--- config.mk ---
export PLATFORM = sky130hd
export DESIGN_NAME = uart_time_reporter
export DESIGN_NICKNAME = d
export VERILOG_FILES = /design/src/rtl/uart_time_reporter.sv
export SDC_FILE = /design/constraint.sdc
export NUM_CORES = 1
export LEC_CHECK = 0
export ABC_AREA = 1
export BUFFER_PORTS_ARGS = -buffer_cell sky130_fd_sc_hd__buf_2
export CAP_MARGIN = 20
export CELL_PAD_IN_SITES_DETAIL_PLACEMENT = 1
export CELL_PAD_IN_SITES_GLOBAL_PLACEMENT = 1
export CORE_MARGIN = 2
export CORE_UTILIZATION = 39
export DETAILED_ROUTE_END_ITERATION = 10
export GPL_ROUTABILITY_DRIVEN = 0
export PLACE_DENSITY_LB_ADDON = 0.1
export SYNTH_ARGS = -nofsm -noshare
export SYNTH_HDL_FRONTEND = slang
export SYNTH_SLANG_ARGS = --single-unit
--- constraint.sdc ---
create_clock -name clk -period 4 [get_ports clk]
set_clock_uncertainty 0.05 [all_clocks]
set_input_delay 1.2 -clock clk [delete_from_list [all_inputs] [get_ports clk]]
set_output_delay 1.2 -clock clk [all_outputs]
set_load 0.03 [all_outputs]
--- src/rtl/uart_time_reporter.sv ---
`default_nettype none
// ============================================================================
// uart_time_reporter : serialises NUM_FIELDS clamped two-digit decimal fields  | rev 1.0
// ============================================================================
module uart_time_reporter #(
   parameter int         CLK_HZ     = 50_000_000,
   parameter int         BAUD       = 9600,
   parameter int         NUM_FIELDS = 6,
   parameter logic [7:0] SEP        = 8'h3A,
   parameter int         ADD_CRLF   = 1,
   parameter int         STOP_BITS  = 1
) (
   input  logic                    clk,
   input  logic                    rst,
   input  logic                    start,
   input  logic [7*NUM_FIELDS-1:0] fields,
   output logic                    uart,
   output logic                    busy,
   output logic                    done
);

   localparam int              DIV       = CLK_HZ / BAUD;
   localparam int              CW        = $clog2(DIV);
   localparam logic [CW-1:0]   DIV_M1    = CW'(DIV - 1);
   localparam logic [2:0]      LAST_FLD  = 3'(NUM_FIELDS - 1);
   localparam logic [1:0]      LAST_POS  = (ADD_CRLF != 0) ? 2'd3 : 2'd1;
   localparam logic [1:0]      STOP_LAST = 2'(STOP_BITS);

   typedef enum logic [1:0] {
      IDLE      = 2'd0,
      START_BIT = 2'd1,
      DATA_BITS = 2'd2,
      STOP_BIT  = 2'd3
   } state_t;

   state_t                  state, state_n;
   logic [CW-1:0]           baud_cnt;
   logic [2:0]              bit_idx;
   logic [1:0]              stop_cnt;
   logic [2:0]              fld, fld_n;
   logic [1:0]              pos, pos_n;
   logic [7:0]              chr, chr_n;
   logic [4*NUM_FIELDS-1:0] tens_q, units_q;
   logic [3:0]              tens_sel, units_sel;
   logic                    uart_n, done_n, adv_char;
   logic                    accept, bit_end, last_char;

   function automatic logic [6:0] clamp99(input logic [6:0] v);
      return (v > 7'd99) ? 7'd99 : v;
   endfunction

   function automatic logic [3:0] tens_of(input logic [6:0] v);
      logic [6:0] q;
      q = clamp99(v) / 7'd10;
      return q[3:0];
   endfunction

   function automatic logic [3:0] units_of(input logic [6:0] v);
      logic [6:0] r;
      r = clamp99(v) % 7'd10;
      return r[3:0];
   endfunction

   assign accept    = (state == IDLE) && start;
   assign bit_end   = (baud_cnt == DIV_M1);
   assign last_char = (fld == LAST_FLD) && (pos == LAST_POS);
   assign busy      = (state != IDLE);

   // Character position: pos 0/1 = tens/units, 2 = SEP (or CR on the last field), 3 = LF
   always_comb begin
      fld_n = fld;
      pos_n = pos + 2'd1;
      if (pos == 2'd2 && fld != LAST_FLD) begin
         fld_n = fld + 3'd1;
         pos_n = 2'd0;
      end
   end

   always_comb begin
      tens_sel  = 4'd0;
      units_sel = 4'd0;
      for (int k = 0; k < NUM_FIELDS; k++) begin
         if (k == NUM_FIELDS - 1 - int'(fld_n)) begin
            tens_sel  = tens_q[4*k +: 4];
            units_sel = units_q[4*k +: 4];
         end
      end
      case (pos_n)
         2'd0:    chr_n = {4'h3, tens_sel};
         2'd1:    chr_n = {4'h3, units_sel};
         2'd2:    chr_n = (fld_n == LAST_FLD) ? 8'h0D : SEP;
         default: chr_n = 8'h0A;
      endcase
   end

   // uart is registered, so each branch produces the level for the next cycle
   always_comb begin
      state_n  = state;
      uart_n   = 1'b1;
      done_n   = 1'b0;
      adv_char = 1'b0;
      case (state)
         IDLE: begin
            if (start) begin
               state_n = START_BIT;
               uart_n  = 1'b0;
            end
         end
         START_BIT: begin
            uart_n = 1'b0;
            if (bit_end) begin
               state_n = DATA_BITS;
               uart_n  = chr[0];
            end
         end
         DATA_BITS: begin
            uart_n = chr[bit_idx];
            if (bit_end) begin
               if (bit_idx == 3'd7) begin
                  state_n = STOP_BIT;
                  uart_n  = 1'b1;
               end else begin
                  uart_n = chr[bit_idx + 3'd1];
               end
            end
         end
         STOP_BIT: begin
            if (bit_end && stop_cnt == STOP_LAST) begin
               if (last_char) begin
                  state_n = IDLE;
                  done_n  = 1'b1;
               end else begin
                  state_n  = START_BIT;
                  uart_n   = 1'b0;
                  adv_char = 1'b1;
               end
            end
         end
         default: state_n = IDLE;
      endcase
   end

   always_ff @(posedge clk) begin
      if (rst) begin
         state    <= IDLE;
         uart     <= 1'b1;
         done     <= 1'b0;
         baud_cnt <= '0;
         bit_idx  <= 3'd0;
         stop_cnt <= 2'd0;
         fld      <= 3'd0;
         pos      <= 2'd0;
         chr      <= 8'd0;
         tens_q   <= '0;
         units_q  <= '0;
      end else begin
         state <= state_n;
         uart  <= uart_n;
         done  <= done_n;

         if (state == IDLE || bit_end) baud_cnt <= '0;
         else                          baud_cnt <= baud_cnt + CW'(1);

         if (state == DATA_BITS && bit_end) bit_idx <= bit_idx + 3'd1;

         if (state == DATA_BITS && bit_end && bit_idx == 3'd7) stop_cnt <= 2'd1;
         else if (state == STOP_BIT && bit_end)                 stop_cnt <= stop_cnt + 2'd1;

         if (accept) begin
            fld <= 3'd0;
            pos <= 2'd0;
            chr <= {4'h3, tens_of(fields[7*(NUM_FIELDS-1) +: 7])};
            for (int k = 0; k < NUM_FIELDS; k++) begin
               tens_q[4*k +: 4]  <= tens_of(fields[7*k +: 7]);
               units_q[4*k +: 4] <= units_of(fields[7*k +: 7]);
            end
         end else if (adv_char) begin
            fld <= fld_n;
            pos <= pos_n;
            chr <= chr_n;
         end
      end
   end

endmodule
`default_nettype wire

### Word level (Yosys, flattened, before mapping)

Index checks and enable logic that the tools add are counted.

* word-level logic and storage cells: 129
* input port bits: 45
* register bits: 81
* output and inout port bits: 3

* reduce and logical (&&, ||, !) cells: 19
* $lt $le $gt $ge: 8
* div/mod/pow operators: 12
* bitwise operators: 2
* equality and inequality tests: 23
* multiplexer cells: 47
* add/sub/neg operators: 6

Operator list (number)
* $mux 4: 12
* $div 7x4->7 const B: 6
* $gt 7x7->1 const B: 6
* $mod 7x4->7 const B: 6
* $mux 7: 6
* $logic_not 32->1: 1
* $mux 6: 3
* $pmux 6 s3: 1
* $mux 1: 14
* $add 13x1->13 const B: 1
* $eq 13x13->1 const B: 1
* $mux 2: 6
* $eq 2x2->1 const B: 5
* $ne 2x2->1 const B: 5
* $eq 3x3->1 const B: 3
* $eq 3x4->1 const A: 2
* $eq 4x4->1 const A: 2
* $lt 3x4->1 const B: 2
* $pmux 2 s4: 1
* $logic_and 1x1->1: 7
* $add 3x1->3 const B: 2
* $bmux 1 s3: 2
* $eq 2x1->1 const B: 3
* $reduce_bool 2->1: 3
* 12 further kinds: 17

### Logic depth before layout (Yosys ltp)

Gate-level depths: netlist of the first run.

* word-level depth: 14
* gate-level depth with buffers: 32
* depth with buffers taken out: 32

### Worst setup path before layout of the first run

OpenSTA, ideal clock, no wires.

* kind: input-to-reg
* from: input port fields[20]
* to: register units_q[10]
* data arrival time: 3.747 ns
* path buffers: 0
* stages: 31
* path slack: 0.089 ns
* required time: 3.836 ns
* library setup time: 0.114 ns
* path through: nand2_1 > inv_2 > nand2_1 > nand2_1 > inv_1 > ha_1 > inv_1 > nand2_1 > nand2_1 > nand3_1 > and2_1 > ha_1 > inv_1 > nand3_1 > nand2_2 > nand3_1 > nand2_1 > nand2_1 > nor2_1 > nand3_1 > nand2_1 > nand2_1 > nand2_1 > inv_1 > ha_1 > nand2_1 > nand2_1 > nand2_1 > nand2_1 > nand3_1 > nand2_1

* cells in the longest elaborated chain, start to end: 3

RTL lines
* start: declaration: line 16 `input logic [7*NUM_FIELDS-1:0] fields,`
* $gt 7x7->1: line 49 `return (v > 7'd99) ? 7'd99 : v;`
* $mux 7 (*): line 49
* $mod 7x4->7 (*): line 60 `r = clamp99(v) % 7'd10;`
* end signal: indexed assignment: line 175 `units_q[4*k +: 4] <= units_of(fields[7*k +: 7]);`
* end: declaration: line 43 `logic [4*NUM_FIELDS-1:0] tens_q, units_q;`

Mark *: on every way between the ends. The rest lies on a longest branch, timed or not.
A chain may end at the register's enable or synchronous reset.

### Worst setup path after layout of the first run

* from: input port fields[19]
* to: register units_q[10]

Same word-level chain as after synthesis.

==> results of run 1 <==
==> timing repair <==
item,4_1_cts,5_1_grt
setup buffers,0,8
setup endpoints to repair,0,21
resized for setup,0,49
==> sequential cells by signal (all words and copies together), names as in the netlist <==
register and count:
bit_idx 3, stop_cnt 2, tens_q 24, chr 5, baud_cnt 13, done 1
uart 1, state 2, pos 2, fld 3, units_q 24
==> worst reg2reg max path, stage by stage (launching register included) <==
cell	delay (ns)
dfxtp_1	0.43
ha_1	0.18
nand2_1	0.10
nand3_2	0.17
nand2_1	0.09
nand2_2	0.20
inv_1	0.13
ha_1	0.38
inv_1	0.08
nor2_2	0.23
nand2_1	0.19
o21ai_0	0.37
nand2_1	0.12
o211ai_1	0.10
o21ai_1	0.09
nand2_1	0.06
nand2_1	0.07
nand2_1	0.07
nand2_1	0.06
nand2_1	0.05
nand2_1	0.05
==> cells in the final DEF (no fill, tap or decap), drive strengths merged, types with 10 or more instances in the layout <==
cell type,instances
inv,181
nor3,17
clkbuf,10
dfxtp,80
buf,137
ha,32
a21oi,58
xor2,11
nand3,74
nand4,19
nor2,94
nand2,279
o21ai,89
==> per-stage QoR <==
stage               total power, mW  std cells
floorplan                      1.80        996
global placement               2.20       1323
detailed placement             2.24       1323
CTS                            3.16       1339
global route                   3.44       1347
finish                         3.19       1347
==> final timing paths <==
check / start / endpoint / slack [ns] / cells past startpoint
setup / recovery: fields[19] / units_q[10] / 0.23 / 31
hold / removal: baud_cnt[0] / baud_cnt[0] / 0.40 / 1
setup reg to reg: fld[0] / chr[3] / 0.61 / 20
hold reg to reg: baud_cnt[0] / baud_cnt[0] / 0.40 / 1
==> cell type report <==
| cell class | count | area share (%) |
|---|---|---|
| clock buffer | 10 | 2.97 |
| clock inverter | 6 | 1.20 |
| inverter | 181 | 8.80 |
| multi-input combinational | 722 | 51.1 |
| sequential | 80 | 20.8 |
| tap | 211 | 3.42 |
| timing repair buffer | 137 | 11.8 |
==> layer usage <==
layer  routed length (um)  up-vias  share of wire, %
li1                     -     3478                 -
met2                 8290       63                47
met1                 8640     3056                49
met3                  355       20               2.0
met4                  280        0               1.6
met5                    0        -                 0
==> cell families after synthesis <==
logic type / count (synthesis)
AO/OA/AOI/OAI: 181
flip-flops: 80
XOR/XNOR: 12
AND/OR/NAND/NOR: 496
multiplexers: 1
adder cells (fa/ha/maj): 32
buffers and inverters: 194
==> power by group <==
group | internal [mW] | leakage, nW | total (mW) | switching (mW)
logic | 0.490 | 3.07 | 1.27 | 0.777
clock network | 0.550 | 0.149 | 0.900 | 0.349
registers | 0.934 | 0.654 | 1.02 | 0.0894
==> flow_summary.json, run 1 <==
{
  "drtAntennaViolNets": 0,
  "synth-simple-area-share_pct": 36.1,
  "core_area_mm2": 0.0153,
  "worst_slack_ns": 0.231,
  "synthTopCellsByCount": "261 x nand2_1, 170 x inv_1, 80 x dfxtp_1",
  "crit_required_ns": 4.19,
  "die_area_mm2": 0.0167,
  "ys_seq_area_share_pct": 26.2,
  "ctsHoldBuffers": 0,
  "cts_tree": "built",
  "grt_max_degree": 20,
  "hold_violations": 0,
  "numCtsBuffers": 9,
  "grt_use_total_pct": 21.6,
  "synth_mux_area_share_pct": 0.184,
  "use_met1_pct": 28.9,
  "grt_first_pass_wirelength_um": 29400,
  "fmax_ghz": 0.265,
  "clockBufferDepth": 2,
  "gr-usage-met2_pct": 36.6,
  "met3_usage_pct": 3.10,
  "worstHoldPathType": "flip-flop to flip-flop",
  "setup_tns_ns": 0,
  "p_per_area_mw_per_mm2": 413,
  "viasPerCell": 4.91,
  "busiest_layer": "met2",
  "cpMaxStageDelayCell": "ha_1",
  "drc": 0,
  "status": "completed",
  "dp_hpwl_um": 13900,
  "slew_viol_final": 0,
  "antennaDiodeCount": 0,
  "synth.top_cell.area_share_pct": 26.2,
  "synth_cells": 996,
  "cp_common_cell": "nand2_1",
  "slowest_delay_ns": 0.17,
  "worstSetupPathType": "input pin to flip-flop",
  "drv_cap": 0,
  "clk_pin_slew_ns": 0.06,
  "postPlaceCellArea_mm2": 0.00718,
  "slew_headroom_pct": 53.3,
  "synth_area_per_cell_um2": 6.13,
  "first_pass_iters": 4,
  "row_count": 45,
  "synth-async-reset-ratio_pct": 0,
  "overflow": 0,
  "wl_per_cell_um": 13.0,
  "clock_latency_ns": 0.35,
  "crit_fanout": 4,
  "drive_above_1_share_pct": 22.7,
  "crit_path_start_kind": "input pin",
  "tightestPinTransition_ns": 0.695,
  "rsz0062_at_grt": "true",
  "multi_input_area_mm2": 0.00394,
  "antenna_found_initial": 0,
  "yosys-top-cells-area": "dfxtp_1 26%, nand2_1 16%, inv_1 10%",
  "area_growth_pct": 26.4,
  "fin_area_mm2": 0.00772,
  "synth-xor-area-share_pct": 2.03,
  "period_share_pct": 94.2,
  "synth-seq-cells": 80,
  "clock_sinks": 80,
  "dp_slack_ns": -0.301,
  "synth_edf_count": 0,
  "netlist.top_cell.by_area": "dfxtp_1",
  "register_area_mm2": 0.00160,
  "syn_area_mm2": 0.00611,
  "grt_pass1_vias": 6415,
  "io_buffers": 47,
  "peakVddDrop_mv": 0.228,
  "synth_nets": 1073,
  "yosysWarningCount": 0,
  "ys.flop_type": "dfxtp_1",
  "crit_arrival_ns": 3.96,
  "fillCellCount": 2111,
  "dieHeight_um": 129,
  "wirelength_um": 17600,
  "post_synth_fa_ha_maj_area_fraction_pct": 6.56,
  "utilization_pct": 50.6,
  "whs_ns": 0.402,
  "die_x_um": 129,
  "synth_top_family_by_area": "simple AND/OR/NAND/NOR gates",
  "leakage_nw": 3.87,
  "htree_levels": 3,
  "num-nets-final": 1208,
  "path_delay_family": "simple AND/OR/NAND/NOR gates",
  "synth_most_common_cell": "nand2_1",
  "critPathBufInv": 7,
  "period_needed_ns": 3.77,
  "ioPinCount": 48,
  "synth_compound_area_share_pct": 17.0,
  "routed-via-count": 6617,
  "synth.distinct_cells": 47,
  "drtIter0Drc": 215,
  "cp-end-kind": "flip-flop",
  "setup_violations": 0,
  "root_buffer": "clkbuf_16",
  "start_util_pct": 40.0
}
(Power assumes the default switching activity.)
==> run 2: changes to the inputs <==
ABC_CLOCK_PERIOD_IN_PS = 4000   (was unset)
CORE_UTILIZATION = 29   (was 39)
GPL_ROUTABILITY_DRIVEN = unset   (was 0)
==> flow_summary.json, run 2 (same netlist as run 1, synthesis figures left out) <==
{
  "grt_first_pass_wirelength_um": 30300,
  "clock_latency_ns": 0.35,
  "drtAntennaViolNets": 0,
  "first_pass_iters": 4,
  "power_mw": 3.15,
  "drv_cap": 0,
  "grt_use_total_pct": 16.8,
  "crit_fanout": 4,
  "cp_common_cell": "nand2_1",
  "clock_sinks": 80,
  "dieHeight_um": 149,
  "setup_violations": 0,
  "layout_commonest_cell": "nand2_1",
  "whs_ns": 0.400,
  "area_growth_pct": 30.0,
  "die_x_um": 149,
  "timing.rr.start": "fld[0]",
  "grt_max_degree": 30,
  "cp-end-kind": "flip-flop",
  "num-nets-final": 1225,
  "slew_headroom_pct": 53.5,
  "numCtsBuffers": 9,
  "slew_viol_final": 0,
  "rr_worst_depth": 19,
  "leakage_nw": 3.95,
  "htree_levels": 3,
  "reg_top3": "tens_q x24, units_q x24, baud_cnt x13",
  "worstHoldPathType": "flip-flop to flip-flop",
  "peakVddDrop_mv": 0.195,
  "cpMaxStageDelayCell": "ha_1",
  "slowest_delay_ns": 0.17,
  "crit_start": "fields[17]",
  "p_per_area_mw_per_mm2": 397,
  "antenna_found_initial": 0,
  "worstSetupPathType": "input pin to flip-flop",
  "rsz0062_at_grt": "true",
  "die_area_mm2": 0.0222,
  "overflow": 0,
  "period_needed_ns": 3.71,
  "rrSetupSlack_ns": 0.57,
  "gp_routability_congestion": 0.761,
  "wl_per_cell_um": 12.7,
  "root_buffer": "clkbuf_16",
  "core_area_mm2": 0.0208,
  "drtIter0Drc": 216,
  "status": "completed",
  "fillCellCount": 2796,
  "crit_path_end": "units_q[10]",
  "ioPinCount": 48,
  "utilization_pct": 38.1,
  "row_count": 53,
  "start_util_pct": 29.3,
  "hold_violations": 0,
  "antennaDiodeCount": 0,
  "clockBufferDepth": 2,
  "drc": 0,
  "cts_tree": "built",
  "period_share_pct": 92.8,
  "crit_arrival_ns": 3.91,
  "tightestPinTransition_ns": 0.692,
  "dp_hpwl_um": 14600,
  "crit_required_ns": 4.20,
  "grt_pass1_vias": 6530,
  "clk_pin_slew_ns": 0.06,
  "wirelength_um": 18100,
  "viasPerCell": 4.59,
  "layout_common_cells": "243 x nand2_1, 168 x inv_1, 107 x buf_4",
  "r2r-end": "chr[0]",
  "drive_above_1_share_pct": 24.1,
  "io_buffers": 47,
  "routed-via-count": 6558,
  "fmax_ghz": 0.269,
  "crit_path_start_kind": "input pin"
}
## run 2: changes by cell type in the layout (fill, tap and decap cells not counted), sizes merged
cell	before	now
clkinv	2	1
clkinvlp	2	3
inv	181	180
clkbuf	10	12
buf	137	154
bufinv	2	1
## run 2: worst min path at each step
stage	start	slack (ns)	cells after the start	end
floorplan	baud_cnt[0]	0.37	1	baud_cnt[0]
global placement	baud_cnt[0]	0.38	1	baud_cnt[0]
detailed placement	baud_cnt[0]	0.39	1	baud_cnt[0]
CTS	baud_cnt[0]	0.41	1	baud_cnt[0]
global route	baud_cnt[0]	0.42	1	baud_cnt[0]
finish	baud_cnt[0]	0.40	1	baud_cnt[0]
## run 2: final cells by class
cell class                 instances  area (um2)  share of cell area, %
inverter                         181         679                   8.56
multi-input combinational        722        3970                   50.0
sequential                        80        1600                   20.2
timing repair buffer             154        1040                   13.1
clock inverter                     4        52.6                  0.662
clock buffer                      12         256                   3.23
tap                              275         344                   4.33
## run 2: per-stage QoR
stage	instance area, um2	setup slack, ns	TNS, ns	std cells
floorplan	6110	0.0892	0	996
global placement	7380	-0.163	-1.73	1404
detailed placement	7380	-0.230	-3.04	1404
CTS	7690	0.149	0	1420
global route	7940	-0.0617	-0.390	1428
finish	7940	0.286	0	1428
## run 2: where the power goes
part	internal, mW	switching [mW]	total (mW)
logic	0.508	0.770	1.28
clock network	0.518	0.339	0.857
registers	0.934	0.0858	1.02
total	1.96	1.19	3.15
## run 2: timing repair
item,in CTS,in global routing
gates resized for setup,0,54
endpoints found under the setup margin,0,24
setup buffers,0,8
hold buffers,0,0
## run 2: worst max-delay path, delay by kind of cell
family | cells | cell delay, ns
buf+inv | 7 | 0.48
simple gates | 22 | 1.75
fa+ha+maj | 3 | 0.46
## run 2: metal layers
metal	track usage, %	vias to the layer above	part of all wire (%)
met5	0	-	0
met4	3.81	0	1.0
met3	2.45	13	1.8
met2	28.7	44	47
met1	22.5	2991	50
li1	-	3510	-
==> run 3: changes to the inputs <==
--- a/config.mk
+++ b/config.mk
@@ -7,3 +7,3 @@
 export LEC_CHECK = 0
-export ABC_AREA = 1
+export ABC_AREA = 0
 export ABC_CLOCK_PERIOD_IN_PS = 4000
==> constraint.sdc (replaced) <==
create_clock -name clk -period 4 [get_ports clk]
set_clock_uncertainty 0.05 [all_clocks]
set_input_delay 0.2 -clock clk [delete_from_list [all_inputs] [get_ports clk]]
set_output_delay 0.2 -clock clk [all_outputs]
set_load 0.03 [all_outputs]
==> flow_summary.json, run 3 <==
{
  "status": "completed",
  "synth-seq-cells": 80,
  "synth.distinct_cells": 100,
  "core_area_mm2": 0.0228,
  "drv_cap": 0,
  "yosysWarningCount": 0,
  "viasPerCell": 5.24,
  "area_growth_pct": 14.7,
  "peakVddDrop_mv": 0.213,
  "ctsHoldBuffers": 0,
  "worstHoldPathType": "input pin to flip-flop",
  "slowest_delay_ns": 0.46,
  "row_count": 55,
  "antenna_found_initial": 0,
  "grt_first_pass_wirelength_um": 34100,
  "antennaDiodeCount": 0,
  "grt_use_total_pct": 16.8,
  "clkPwrFrac_pct": 27.5,
  "min_from": "start",
  "grt_max_degree": 54,
  "num-nets-final": 1016,
  "die_area_mm2": 0.0246,
  "clockBufferDepth": 2,
  "path_delay_family": "compound AO/OA/AOI/OAI gates",
  "crit_required_ns": 4.18,
  "p_comb_share_pct": 38.9,
  "crit_fanout": 9,
  "syn_area_mm2": 0.00677,
  "p_per_area_mw_per_mm2": 408,
  "layout_common_cells": "107 x nor2_1, 90 x nand2_1, 80 x dfxtp_1",
  "timing.rr.start": "fld[0]",
  "dp_slack_ns": 0.0121,
  "fmax_ghz": 0.278,
  "start_util_pct": 29.7,
  "synth_cells": 890,
  "crit_path_start_kind": "input pin",
  "synth_nets": 967,
  "synth_edf_count": 0,
  "clk_pin_slew_ns": 0.06,
  "drc": 0,
  "dieHeight_um": 157,
  "synthTopCellsByCount": "108 x nor2_1, 90 x nand2_1, 80 x dfxtp_1",
  "io_buffers": 47,
  "ys_seq_area_share_pct": 23.6,
  "gp_routability_congestion": 0.813,
  "rr_worst_depth": 12,
  "rrSetupSlack_ns": 0.63,
  "yosys-top-cells-area": "dfxtp_1 24%, nor2_1 6.0%, ha_1 5.9%",
  "cp_common_cell": "ha_1",
  "critPathBufInv": 2,
  "setup_tns_ns": 0,
  "numCtsBuffers": 9,
  "routed-via-count": 6592,
  "fillCellCount": 2817,
  "layout_commonest_cell": "nor2_1",
  "reg_top3": "tens_q x24, units_q x24, baud_cnt x13",
  "crit_start": "fields[20]",
  "hold_violations": 0,
  "period_share_pct": 89.9,
  "cpMaxStageDelayCell": "or4b_1",
  "die_x_um": 157,
  "synth-async-reset-ratio_pct": 0,
  "slew_viol_final": 0,
  "cts_tree": "built",
  "holdPathStages": 3,
  "drtAntennaViolNets": 0,
  "overflow": 0,
  "clock_latency_ns": 0.35,
  "worstSetupPathType": "input pin to flip-flop",
  "crit_arrival_ns": 3.78,
  "leakage_nw": 3.04,
  "wl_per_cell_um": 16.0,
  "tightestPinTransition_ns": 0.714,
  "drive_above_1_share_pct": 16.0,
  "rsz0062_at_grt": "false",
  "internal_power_mw": 1.95,
  "r2r-end": "chr[1]",
  "crit_path_end": "units_q[9]",
  "netSwitchingFraction_pct": 38.4,
  "path_depth": 17,
  "synth_most_common_cell": "nor2_1",
  "cp-end-kind": "flip-flop",
  "grt_pass1_vias": 6737,
  "synth_area_per_cell_um2": 7.61,
  "synth.top_cell.area_share_pct": 23.6,
  "period_needed_ns": 3.60,
  "seq_power_share_pct": 33.6,
  "drtIter0Drc": 241,
  "ys.flop_type": "dfxtp_1",
  "netlist.top_cell.by_area": "dfxtp_1",
  "ioPinCount": 48,
  "clock_sinks": 80,
  "dp_hpwl_um": 15200,
  "worst_slack_ns": 0.402,
  "setup_violations": 0,
  "p_switching_mw": 1.22,
  "worstPathCellList": "buf_2 -> nand2_1 -> and2_1 -> ha_1 -> nor3_1 -> a311oi_4 -> inv_2 -> ha_1 -> or2_2 -> a41o_1 -> a21o_1 -> or4b_1 -> o221a_2 -> ha_1 -> a21boi_1 -> nand2b_1 -> a211oi_2",
  "root_buffer": "clkbuf_16",
  "first_pass_iters": 6,
  "htree_levels": 3,
  "wirelength_um": 20100,
  "slew_headroom_pct": 52.0
}
==> run 3: changes by cell type after synthesis, moves of 17 or more <==
cell and delta:
a211oi_1 +23, inv_1 -131, nand2_1 -171, nand2b_1 +20, nand3_1 -47, nor2_1 +29
nor2b_1 +17
==> run 3: kinds of logic (layout without fill, tap and decap cells) <==
| logic type | Yosys count | in the layout | share of synthesized area (%) |
|---|---|---|---|
| XOR/XNOR | 25 | 25 | 3.34 |
| multiplexers | 24 | 24 | 5.45 |
| flip-flops | 80 | 80 | 23.6 |
| buffers and inverters | 85 | 139 | 5.38 |
| AO/OA/AOI/OAI | 283 | 283 | 30.0 |
| adder cells (fa/ha/maj) | 32 | 32 | 5.91 |
| AND/OR/NAND/NOR | 361 | 361 | 26.3 |
==> run 3: metal layers <==
metal | routed length (um) | part of all wire, % | vias up | global-route usage [%]
met5 | 0 | 0 | - | 0
met2 | 9080 | 45 | 47 | 27.7
li1 | - | - | 3370 | -
met4 | 144 | 0.72 | 0 | 3.19
met3 | 327 | 1.6 | 9 | 2.05
met1 | 10500 | 52 | 3166 | 23.6
==> run 3: timing repair <==
item                                    4_1_cts  5_1_grt
resized for setup                             0        0
buffers inserted                              0        0
endpoints found under the setup margin        0        1
==> run 3: how the worst min path moves through the flow <==
stage	slack, ns	end
after floorplan	0.36	uart
after global placement	0.39	tens_q[20]
after detailed placement	0.40	tens_q[21]
after CTS	0.15	uart
after global routing	0.18	uart
final	0.16	uart
==> run 3: worst reg2reg max path, cell delays in order, from the launching register on <==
cell,delay (ns)
dfxtp_1,0.51
ha_1,0.28
nand2_1,0.16
nand2_2,0.18
nor2_1,0.07
a21oi_2,0.18
ha_1,0.19
nor3b_2,0.46
nor2b_1,0.25
a22oi_1,0.22
o22ai_1,0.13
a2111oi_0,0.46
o21bai_1,0.10
==> run 3: through the flow <==
step | util, % | instance area [um2] | instances | hold WS [ns] | total power, mW
2_1_floorplan | - | 6770 | 890 | 0.359 | 1.95
3_3_place_gp | 32.7 | 7460 | 1241 | 0.392 | 2.32
3_5_place_dp | 32.7 | 7460 | 1241 | 0.395 | 2.33
4_1_cts | 34.1 | 7770 | 1257 | 0.152 | 3.22
5_1_grt | 34.1 | 7770 | 1257 | 0.181 | 3.42
6_report | 34.1 | 7770 | 1257 | 0.162 | 3.17
==> run 3: final cells by class <==
type / count / area [um2] / area share (%)
multi-input combinational: 725 / 4810 / 62.0
sequential: 80 / 1600 / 20.6
timing repair buffer: 82 / 498 / 6.41
tap: 313 / 392 / 5.04
clock buffer: 9 / 225 / 2.90
inverter: 41 / 154 / 1.98
clock inverter: 7 / 86.3 / 1.11
==> run 3: power groups by stage <==
stage                     Clock [mW]  Combinational, mW  Sequential, mW
after floorplan                    0              0.908            1.04
after global placement             0               1.24            1.08
after detailed placement           0               1.24            1.08
after CTS                      0.897               1.25            1.07
after global routing           0.935               1.40            1.09
final                          0.871               1.23            1.07
